==> src/rtl/command_encoder.sv <==
// Encodes ALU requests into 12-bit command words, queues them in a small FIFO and
// presents them to the consumer through a valid/ready output register.
module command_encoder #(
    parameter int DEPTH = 4
) (
    input  logic                       clk,
    input  logic                       reset,
    input  logic [2:0]                 op_in,
    input  logic [2:0]                 addr1_in,
    input  logic [2:0]                 addr2_in,
    input  logic [2:0]                 addr3_in,
    input  logic                       in_valid,
    output logic                       in_ready,
    output logic [11:0]                command,
    output logic                       cmd_valid,
    input  logic                       cmd_ready,
    output logic [$clog2(DEPTH):0]     level,
    output logic [7:0]                 issued_cnt
);

    localparam int PW = (DEPTH > 1) ? $clog2(DEPTH) : 1;
    localparam int LW = $clog2(DEPTH) + 1;

    typedef enum logic {
        IDLE    = 1'b0,
        PRESENT = 1'b1
    } state_t;

    state_t      state, next_state;
    logic [11:0] mem [DEPTH];
    logic [PW-1:0] wr_ptr, rd_ptr;
    logic [11:0] enc_word;
    logic [11:0] head_word;
    logic        push, avail, load, pop_fifo, bypass, fifo_wr;

    function automatic logic [11:0] encode(input logic [2:0] op, input logic [2:0] a1,
                                           input logic [2:0] a2, input logic [2:0] a3);
        logic [11:0] w;
        w = 12'hE00;
        if (op <= 3'b011)
            w = {op, a1, a2, a3};
        else if (op == 3'b100)
            w = {op, a1, 3'b000, a3};
        return w;
    endfunction

    assign enc_word  = encode(op_in, addr1_in, addr2_in, addr3_in);
    assign in_ready  = (level != LW'(DEPTH));
    assign push      = in_valid && in_ready;
    assign avail     = (level != '0) || push;
    // An empty FIFO forwards the incoming word straight to the output register.
    assign head_word = (level != '0) ? mem[rd_ptr] : enc_word;
    assign pop_fifo  = load && (level != '0);
    assign bypass    = load && (level == '0);
    assign fifo_wr   = push && !bypass;
    assign cmd_valid = (state == PRESENT);

    always_comb begin
        next_state = state;
        load       = 1'b0;
        case (state)
            IDLE: begin
                if (avail) begin
                    load       = 1'b1;
                    next_state = PRESENT;
                end
            end
            PRESENT: begin
                if (cmd_ready) begin
                    if (avail)
                        load = 1'b1;
                    else
                        next_state = IDLE;
                end
            end
            default: next_state = IDLE;
        endcase
    end

    always_ff @(posedge clk) begin
        if (reset) begin
            state      <= IDLE;
            command    <= 12'h000;
            wr_ptr     <= '0;
            rd_ptr     <= '0;
            level      <= '0;
            issued_cnt <= 8'd0;
        end else begin
            state <= next_state;
            if (load)
                command <= head_word;
            if (fifo_wr)
                wr_ptr <= wr_ptr + 1'b1;
            if (pop_fifo)
                rd_ptr <= rd_ptr + 1'b1;
            if (fifo_wr && !pop_fifo)
                level <= level + 1'b1;
            else if (pop_fifo && !fifo_wr)
                level <= level - 1'b1;
            if (cmd_valid && cmd_ready)
                issued_cnt <= issued_cnt + 8'd1;
        end
    end

    // Storage is never read while empty, so it needs no reset.
    always_ff @(posedge clk) begin
        if (fifo_wr)
            mem[wr_ptr] <= enc_word;
    end

endmodule

==> config.mk <==
export PLATFORM = sky130hd
export DESIGN_NAME = command_encoder
export DESIGN_NICKNAME = d
export VERILOG_FILES = /design/src/rtl/command_encoder.sv
export SDC_FILE = /design/constraint.sdc
export NUM_CORES = 1
export LEC_CHECK = 0
export ABC_AREA = 1
export ABC_CLOCK_PERIOD_IN_PS = 7000
export CELL_PAD_IN_SITES_DETAIL_PLACEMENT = 1
export CELL_PAD_IN_SITES_GLOBAL_PLACEMENT = 1
export CORE_ASPECT_RATIO = 1.2
export CORE_MARGIN = 4
export CORE_UTILIZATION = 30
export CTS_BUF_LIST = sky130_fd_sc_hd__clkbuf_8
export CTS_CLUSTER_SIZE = 14
export DETAILED_ROUTE_END_ITERATION = 7
export DONT_BUFFER_PORTS = 1
export GPL_ROUTABILITY_DRIVEN = 0
export PLACE_DENSITY_LB_ADDON = 0.1
export SLEW_MARGIN = 20
export SYNTH_ARGS = -nofsm -noshare
export SYNTH_HDL_FRONTEND = slang
export SYNTH_SLANG_ARGS = --single-unit
==> constraint.sdc <==
create_clock -name clk -period 7 [get_ports clk]
set_clock_uncertainty 0.15 [all_clocks]
set_input_delay 1.75 -clock clk [delete_from_list [all_inputs] [get_ports clk]]
set_output_delay 1.75 -clock clk [all_outputs]
set_load 0.005 [all_outputs]
After elaboration in Yosys (flattened, before gate mapping)
Memories as Yosys holds them, arrays and structs flattened. A register that Yosys moved wholly into a read port is not among the register bits.
Cells that the tools add are included.
Storage, ports and cells
  output and inout bits: 25
  memories: 1
  flip-flop bits (word level): 28
  input port bits: 16
  bits in writable memories: 48
Memories
  mem: words 4, bits a word 12, read ports 1, clocked after memory_dff 1, wr ports 1, line 30  | logic [11:0] mem [DEPTH];
Operators by class
  add/sub/neg operators: 5
  $lt $le $gt $ge: 1
  bitwise gates (word level): 1
  multiplexer cells: 14
  reduce and logical (&&, ||, !) cells: 14
  equality and inequality tests: 2
Operator list (count)
  $mux W12: 3
  $add A8 B1 Y8 const B: 1
  $logic_and A1 B1 Y1: 7
  $mux W3: 2
  $mux W1: 5
  $add A2 B1 Y2 const B: 2
  $mux W2: 2
  $pmux W1 S2: 2
  $add A3 B1 Y3 const B: 1
  $eq A3 B3 Y1 const B: 1
  $le A3 B2 Y1 const B: 1
  $logic_not A1 Y1: 3
  $logic_not A3 Y1: 1
  $ne A3 B3 Y1 const B: 1
  $reduce_bool A3 Y1: 1
  $sub A3 B1 Y3 const B: 1
  $reduce_bool A2 Y1: 1
  $logic_or A1 B1 Y1: 1
  $not A1 Y1: 1

Logic depth before layout (Yosys ltp)
  word-level depth: 13
  depth in mapped cells: 12

Worst setup path before layout
OpenSTA, ideal clock, no wires.
  path kind: input to register
  from: in cmd_ready
  to: reg level[2]
  data required time: 6727 ps
  slack: 3475 ps
  data arrival time: 3252 ps
  setup time: 123 ps
  stages on the path: 11
  cell sequence: nor2_2 inv_2 buf_6 a21oi_4 ha_1 inv_1 fa_1 a21oi_1 o21ai_0 o21ai_0 a21oi_1
On the way
  longest elaborated chain between the ends: 8
  elaborated cells on any way between the ends: 12
  classes of those cells: mux: 3; reduce/logical: 9
Ends and longest elaborated chain
  from (decl): line 16  | input logic cmd_ready,
  $mux W1 *: line 69  | if (cmd_ready) begin
  $pmux W1 S2 *: line 61  | case (state)
  $logic_and A1 B1 Y1 *: line 54  | assign bypass = load && (level == '0);
  $logic_not A1 Y1 *: line 55  | assign fifo_wr = push && !bypass;
  $logic_and A1 B1 Y1 *: line 55
  named net fifo_wr: line 34  | logic push, avail, load, pop_fifo, bypass, fifo_wr;
  $logic_not A1 Y1: line 98  | else if (pop_fifo && !fifo_wr)
  $logic_and A1 B1 Y1: line 98
  $reduce_bool A2 Y1 (no source line)
  to (signal assigned): line 97  | level <= level + 1'b1;
  to (signal assigned): line 99  | level <= level - 1'b1;
  to (decl): line 17  | output logic [$clog2(DEPTH):0] level,
The timed path passes the listed nets; every way through them passes the cells marked *.
A chain may end at the register's enable or synchronous reset.

Final worst setup path
Ends and elaborated chain as after synthesis.

==> impl_metrics.prom <==
# TYPE chip_impl_metric gauge
chip_impl_metric{name="die_height",unit="um"} 125
chip_impl_info{name="cts.root.buffer_cell",value="sky130_fd_sc_hd__clkbuf_8"} 1
chip_impl_info{name="yosys.area.top_type",value="sky130_fd_sc_hd__edfxtp_1"} 1
chip_impl_info{name="critical-path-top-delay-family",value="compound AO/OA/AOI/OAI gates"} 1
chip_impl_metric{name="p_total",unit="W"} 0.00139
chip_impl_metric{name="numCtsBuffers",unit=""} 9
chip_impl_metric{name="detail_route.wirelength",unit="um"} 8740
chip_impl_metric{name="p_seq_share",unit="%"} 45.4
chip_impl_metric{name="power.share.clock",unit="%"} 24.8
chip_impl_metric{name="finalSetupTns",unit="ns"} 0
chip_impl_metric{name="netlist.area_leader.share",unit="%"} 42.5
chip_impl_metric{name="regToRegSetupSlack",unit="ns"} 4.53
chip_impl_info{name="cp-end-kind",value="register"} 1
chip_impl_metric{name="detailroute.via_count",unit=""} 2400
chip_impl_metric{name="critPathArrivalTime",unit="ns"} 3.41
chip_impl_metric{name="antenna_found_initial",unit=""} 0
chip_impl_metric{name="p_sw",unit="W"} 0.000525
chip_impl_metric{name="worst_ep_required_time",unit="ns"} 7.10
chip_impl_info{name="hp-start",value="rd_ptr[1]"} 1
chip_impl_info{name="unrepaired_setup_endpoints_after_global_routing",value="no"} 1
chip_impl_metric{name="track_usage",unit="%"} 14.2
chip_impl_metric{name="antenna_violating_nets_post_route",unit=""} 0
chip_impl_metric{name="vias_in_the_first_global_route",unit=""} 2510
chip_impl_metric{name="cap_viol_max_count",unit=""} 0
chip_impl_metric{name="detail_route.first_pass.iterations",unit=""} 4
chip_impl_metric{name="synth.avg_cell_area",unit="um2"} 9.15
chip_impl_info{name="cts_tree",value="built"} 1
chip_impl_metric{name="yosys_register_bits",unit=""} 78
chip_impl_info{name="startpoint_type",value="input pin"} 1
chip_impl_metric{name="period_needed",unit="ns"} 3.31
chip_impl_metric{name="syn_area",unit="um2"} 3390
chip_impl_metric{name="max_slew_margin",unit="%"} 46.3
chip_impl_metric{name="worst-slew-pin-transition",unit="ns"} 0.805
chip_impl_metric{name="r2r_cells",unit=""} 11
chip_impl_metric{name="fp.coreArea",unit="um2"} 11000
chip_impl_metric{name="h_tree_level_count",unit=""} 3
chip_impl_info{name="whs_endpoint",value="rd_ptr[1]"} 1
chip_impl_metric{name="port_buffers",unit=""} 0
chip_impl_metric{name="internal_power",unit="W"} 0.000870
chip_impl_metric{name="std_cell_rows",unit=""} 42
chip_impl_metric{name="initial_core_util",unit="%"} 30.7
chip_impl_metric{name="cpPeakStageDelay",unit="ns"} 0.39
chip_impl_metric{name="yosysUniqueCellTypes",unit=""} 29
chip_impl_metric{name="grt-ovfl-total",unit=""} 0
chip_impl_metric{name="areaGrowthSynthToFinish",unit="%"} 9.07
chip_impl_metric{name="clock_insertion_delay_worst_skew",unit="ns"} 0.36
chip_impl_metric{name="achievable-frequency",unit="MHz"} 302
chip_impl_metric{name="cellPowerDensity",unit="nW/um2"} 377
chip_impl_info{name="worstPathCellList",value="nor2_2 -> inv_2 -> a21oi_4 -> ha_1 -> inv_1 -> fa_1 -> a21oi_1 -> o21ai_0 -> o21ai_0 -> a21oi_1"} 1
chip_impl_metric{name="post_cts_resized",unit=""} 0
chip_impl_metric{name="number_of_primary_i_o_pins",unit=""} 41
chip_impl_info{name="outcome",value="finished, final reports clean"} 1
chip_impl_metric{name="routed_wire_length_per_instance",unit="um"} 17.2
chip_impl_metric{name="clk_pin_slew_worst_paths",unit="ns"} 0.09
chip_impl_metric{name="power.share.switching",unit="%"} 37.6
chip_impl_metric{name="routed_via_density",unit=""} 4.72
chip_impl_metric{name="critPathBufInv",unit=""} 2
chip_impl_metric{name="cts_sink_cnt",unit=""} 78
chip_impl_metric{name="power.combinational.fraction",unit="%"} 29.9
chip_impl_metric{name="die_width",unit="um"} 105
chip_impl_metric{name="setup_violations",unit=""} 0
chip_impl_metric{name="layout_worst_path_cycle_share",unit="%"} 47.3
chip_impl_info{name="synth_top_cells_by_area",value="sky130_fd_sc_hd__edfxtp_1 (42%), sky130_fd_sc_hd__dfxtp_1 (18%), sky130_fd_sc_hd__nand2_1 (11%)"} 1
chip_impl_metric{name="grt_pass1_wl",unit="um"} 14000
chip_impl_info{name="hp-class",value="reg -> reg"} 1
chip_impl_info{name="critPathSlowestCell",value="sky130_fd_sc_hd__fa_1"} 1
chip_impl_metric{name="report.final.slew_viol_count",unit=""} 0
chip_impl_metric{name="vdd.ir_drop.worst",unit="mV"} 0.121
chip_impl_metric{name="postCtsHoldBufs",unit=""} 0
chip_impl_metric{name="yosysSeqAreaShare",unit="%"} 60.2
chip_impl_metric{name="first_iter_violations",unit=""} 73
chip_impl_info{name="r2r_end",value="level[2]"} 1
chip_impl_metric{name="synth.net_count",unit=""} 394
chip_impl_metric{name="max-clock-path-buffers",unit=""} 2
chip_impl_metric{name="hold_viol",unit=""} 0
chip_impl_metric{name="final_net_count",unit=""} 394
chip_impl_metric{name="drive_above_1_share",unit="%"} 8.51
chip_impl_metric{name="fp.dieArea",unit="um2"} 13100
chip_impl_metric{name="power_leakage",unit="nW"} 1.50
chip_impl_metric{name="hold_depth",unit=""} 2
chip_impl_metric{name="dp_hpwl",unit="um"} 6160
chip_impl_metric{name="post_cts.repair.setup_buffers",unit=""} 0
chip_impl_metric{name="syn-instance-count",unit=""} 371
chip_impl_metric{name="grt_max_degree",unit=""} 26
chip_impl_info{name="worst_r2r_startpoint",value="level[0]"} 1
chip_impl_metric{name="yosys_warnings",unit=""} 0
chip_impl_metric{name="antenna_cells",unit=""} 0
chip_impl_metric{name="drt_drc_violations_left",unit=""} 0
chip_impl_metric{name="crit_path_max_fanout",unit=""} 11
chip_impl_info{name="critical_path_class",value="in -> reg"} 1
==> registers in the layout, summed over array words and instances, names as in the netlist, named ones only <==
signal and cells:
command 12, cmd_valid 1, mem 48, issued_cnt 8, wr_ptr 2, level 3
rd_ptr 2
==> final cells by class <==
type / instances / area [um2]
Clock inverter: 7 / 73.8
Tap cell: 132 / 165
Fill cell: 1293 / 7330
Timing Repair Buffer: 3 / 22.5
Inverter: 48 / 181
Sequential cell: 78 / 2040
Multi-Input combinational cell: 231 / 1090
Clock buffer: 9 / 124
==> cell families after synthesis <==
group,count (synthesis),synth area share [%]
XOR/XNOR,1,0.258
adder cells (fa/ha/maj),7,2.80
flip-flops,78,60.2
AND/OR/NAND/NOR,203,25.5
AO/OA/AOI/OAI,20,3.43
buffers and inverters,62,7.85
==> power groups by stage <==
stage	Sequential (W)	Clock [W]	Combinational, W
3_3_place_gp	0.000645	0	0.000419
5_1_grt	0.000644	0.000380	0.000490
4_1_cts	0.000636	0.000361	0.000433
3_5_place_dp	0.000647	0	0.000431
6_report	0.000633	0.000345	0.000417
2_1_floorplan	0.000630	0	0.000326
==> tightest hold or removal path, delay by kind of cell, from the launching register on <==
kind | cells | cell delay (ns)
flops | 1 | 0.32
buf+inv | 1 | 0.05
compound gates | 1 | 0.07
==> routing by layer <==
| metal | up-vias | wire [um] | global-route usage [%] |
|---|---|---|---|
| li1 | 1198 | - | - |
| met1 | 1153 | 3810 | 17.1 |
| met2 | 40 | 4350 | 24.0 |
| met3 | 9 | 445 | 4.30 |
| met4 | 0 | 131 | 4.94 |
| met5 | - | 0 | 0 |
==> cell usage in the layout, fill, tap and decap left out <==
cell / synthesis / layout
sky130_fd_sc_hd__clkinvlp_4: 0 / 4
sky130_fd_sc_hd__xor2_1: 1 / 1
sky130_fd_sc_hd__nand2_1: 100 / 100
sky130_fd_sc_hd__nor3_1: 3 / 3
sky130_fd_sc_hd__buf_4: 3 / 3
sky130_fd_sc_hd__inv_2: 2 / 2
sky130_fd_sc_hd__nand3b_1: 1 / 1
sky130_fd_sc_hd__nand3_2: 1 / 1
sky130_fd_sc_hd__clkinv_2: 1 / 2
sky130_fd_sc_hd__inv_1: 45 / 45
sky130_fd_sc_hd__nor2_1: 42 / 39
sky130_fd_sc_hd__o21ai_1: 1 / 1
sky130_fd_sc_hd__ha_1: 6 / 6
sky130_fd_sc_hd__bufinv_16: 0 / 1
sky130_fd_sc_hd__fa_1: 1 / 1
sky130_fd_sc_hd__nand3_1: 45 / 45
sky130_fd_sc_hd__a21oi_2: 1 / 1
sky130_fd_sc_hd__a21oi_1: 7 / 7
sky130_fd_sc_hd__dfxtp_1: 30 / 30
sky130_fd_sc_hd__a21oi_4: 1 / 1
sky130_fd_sc_hd__nor2_2: 1 / 4
sky130_fd_sc_hd__inv_6: 0 / 1
sky130_fd_sc_hd__nand2_2: 2 / 2
sky130_fd_sc_hd__edfxtp_1: 48 / 48
sky130_fd_sc_hd__clkbuf_8: 0 / 9
sky130_fd_sc_hd__nand4_1: 7 / 7
sky130_fd_sc_hd__a31oi_1: 1 / 1
sky130_fd_sc_hd__o21ai_0: 9 / 9
sky130_fd_sc_hd__nor2_4: 1 / 1
==> cell usage after synthesis (all sizes together) <==
master / number
nand4: 7
nor3: 3
nand3: 46
inv: 47
nor2: 44
dfxtp: 30
buf: 11
clkinv: 1
clkbuf: 3
nand2: 102
a31oi: 1
ha: 6
o21ai: 10
nand3b: 1
xor2: 1
a21oi: 9
fa: 1
edfxtp: 48
==> metrics by stage <==
step | hold WS, ns | setup WS (ns) | std cells | instance area, um2 | util, %
detailed placement | 0.318 | 3.20 | 492 | 3500 | 31.7
floorplan | 0.283 | 3.48 | 371 | 3390 | -
global placement | 0.298 | 3.22 | 492 | 3500 | 31.7
finish | 0.326 | 3.69 | 508 | 3700 | 33.5
CTS | 0.331 | 3.60 | 508 | 3700 | 33.5
global route | 0.373 | 3.44 | 508 | 3700 | 33.5
==> worst max path at each step <==
stage / start / end / cells past startpoint
floorplan: cmd_ready / level[2] / 11
global placement: cmd_ready / mem[3][3] / 5
detailed placement: cmd_ready / mem[0][10] / 5
CTS: cmd_ready / mem[0][8] / 5
global route: cmd_ready / level[2] / 10
finish: cmd_ready / level[2] / 10
No activity file was read; power rests on OpenSTA's default activity.
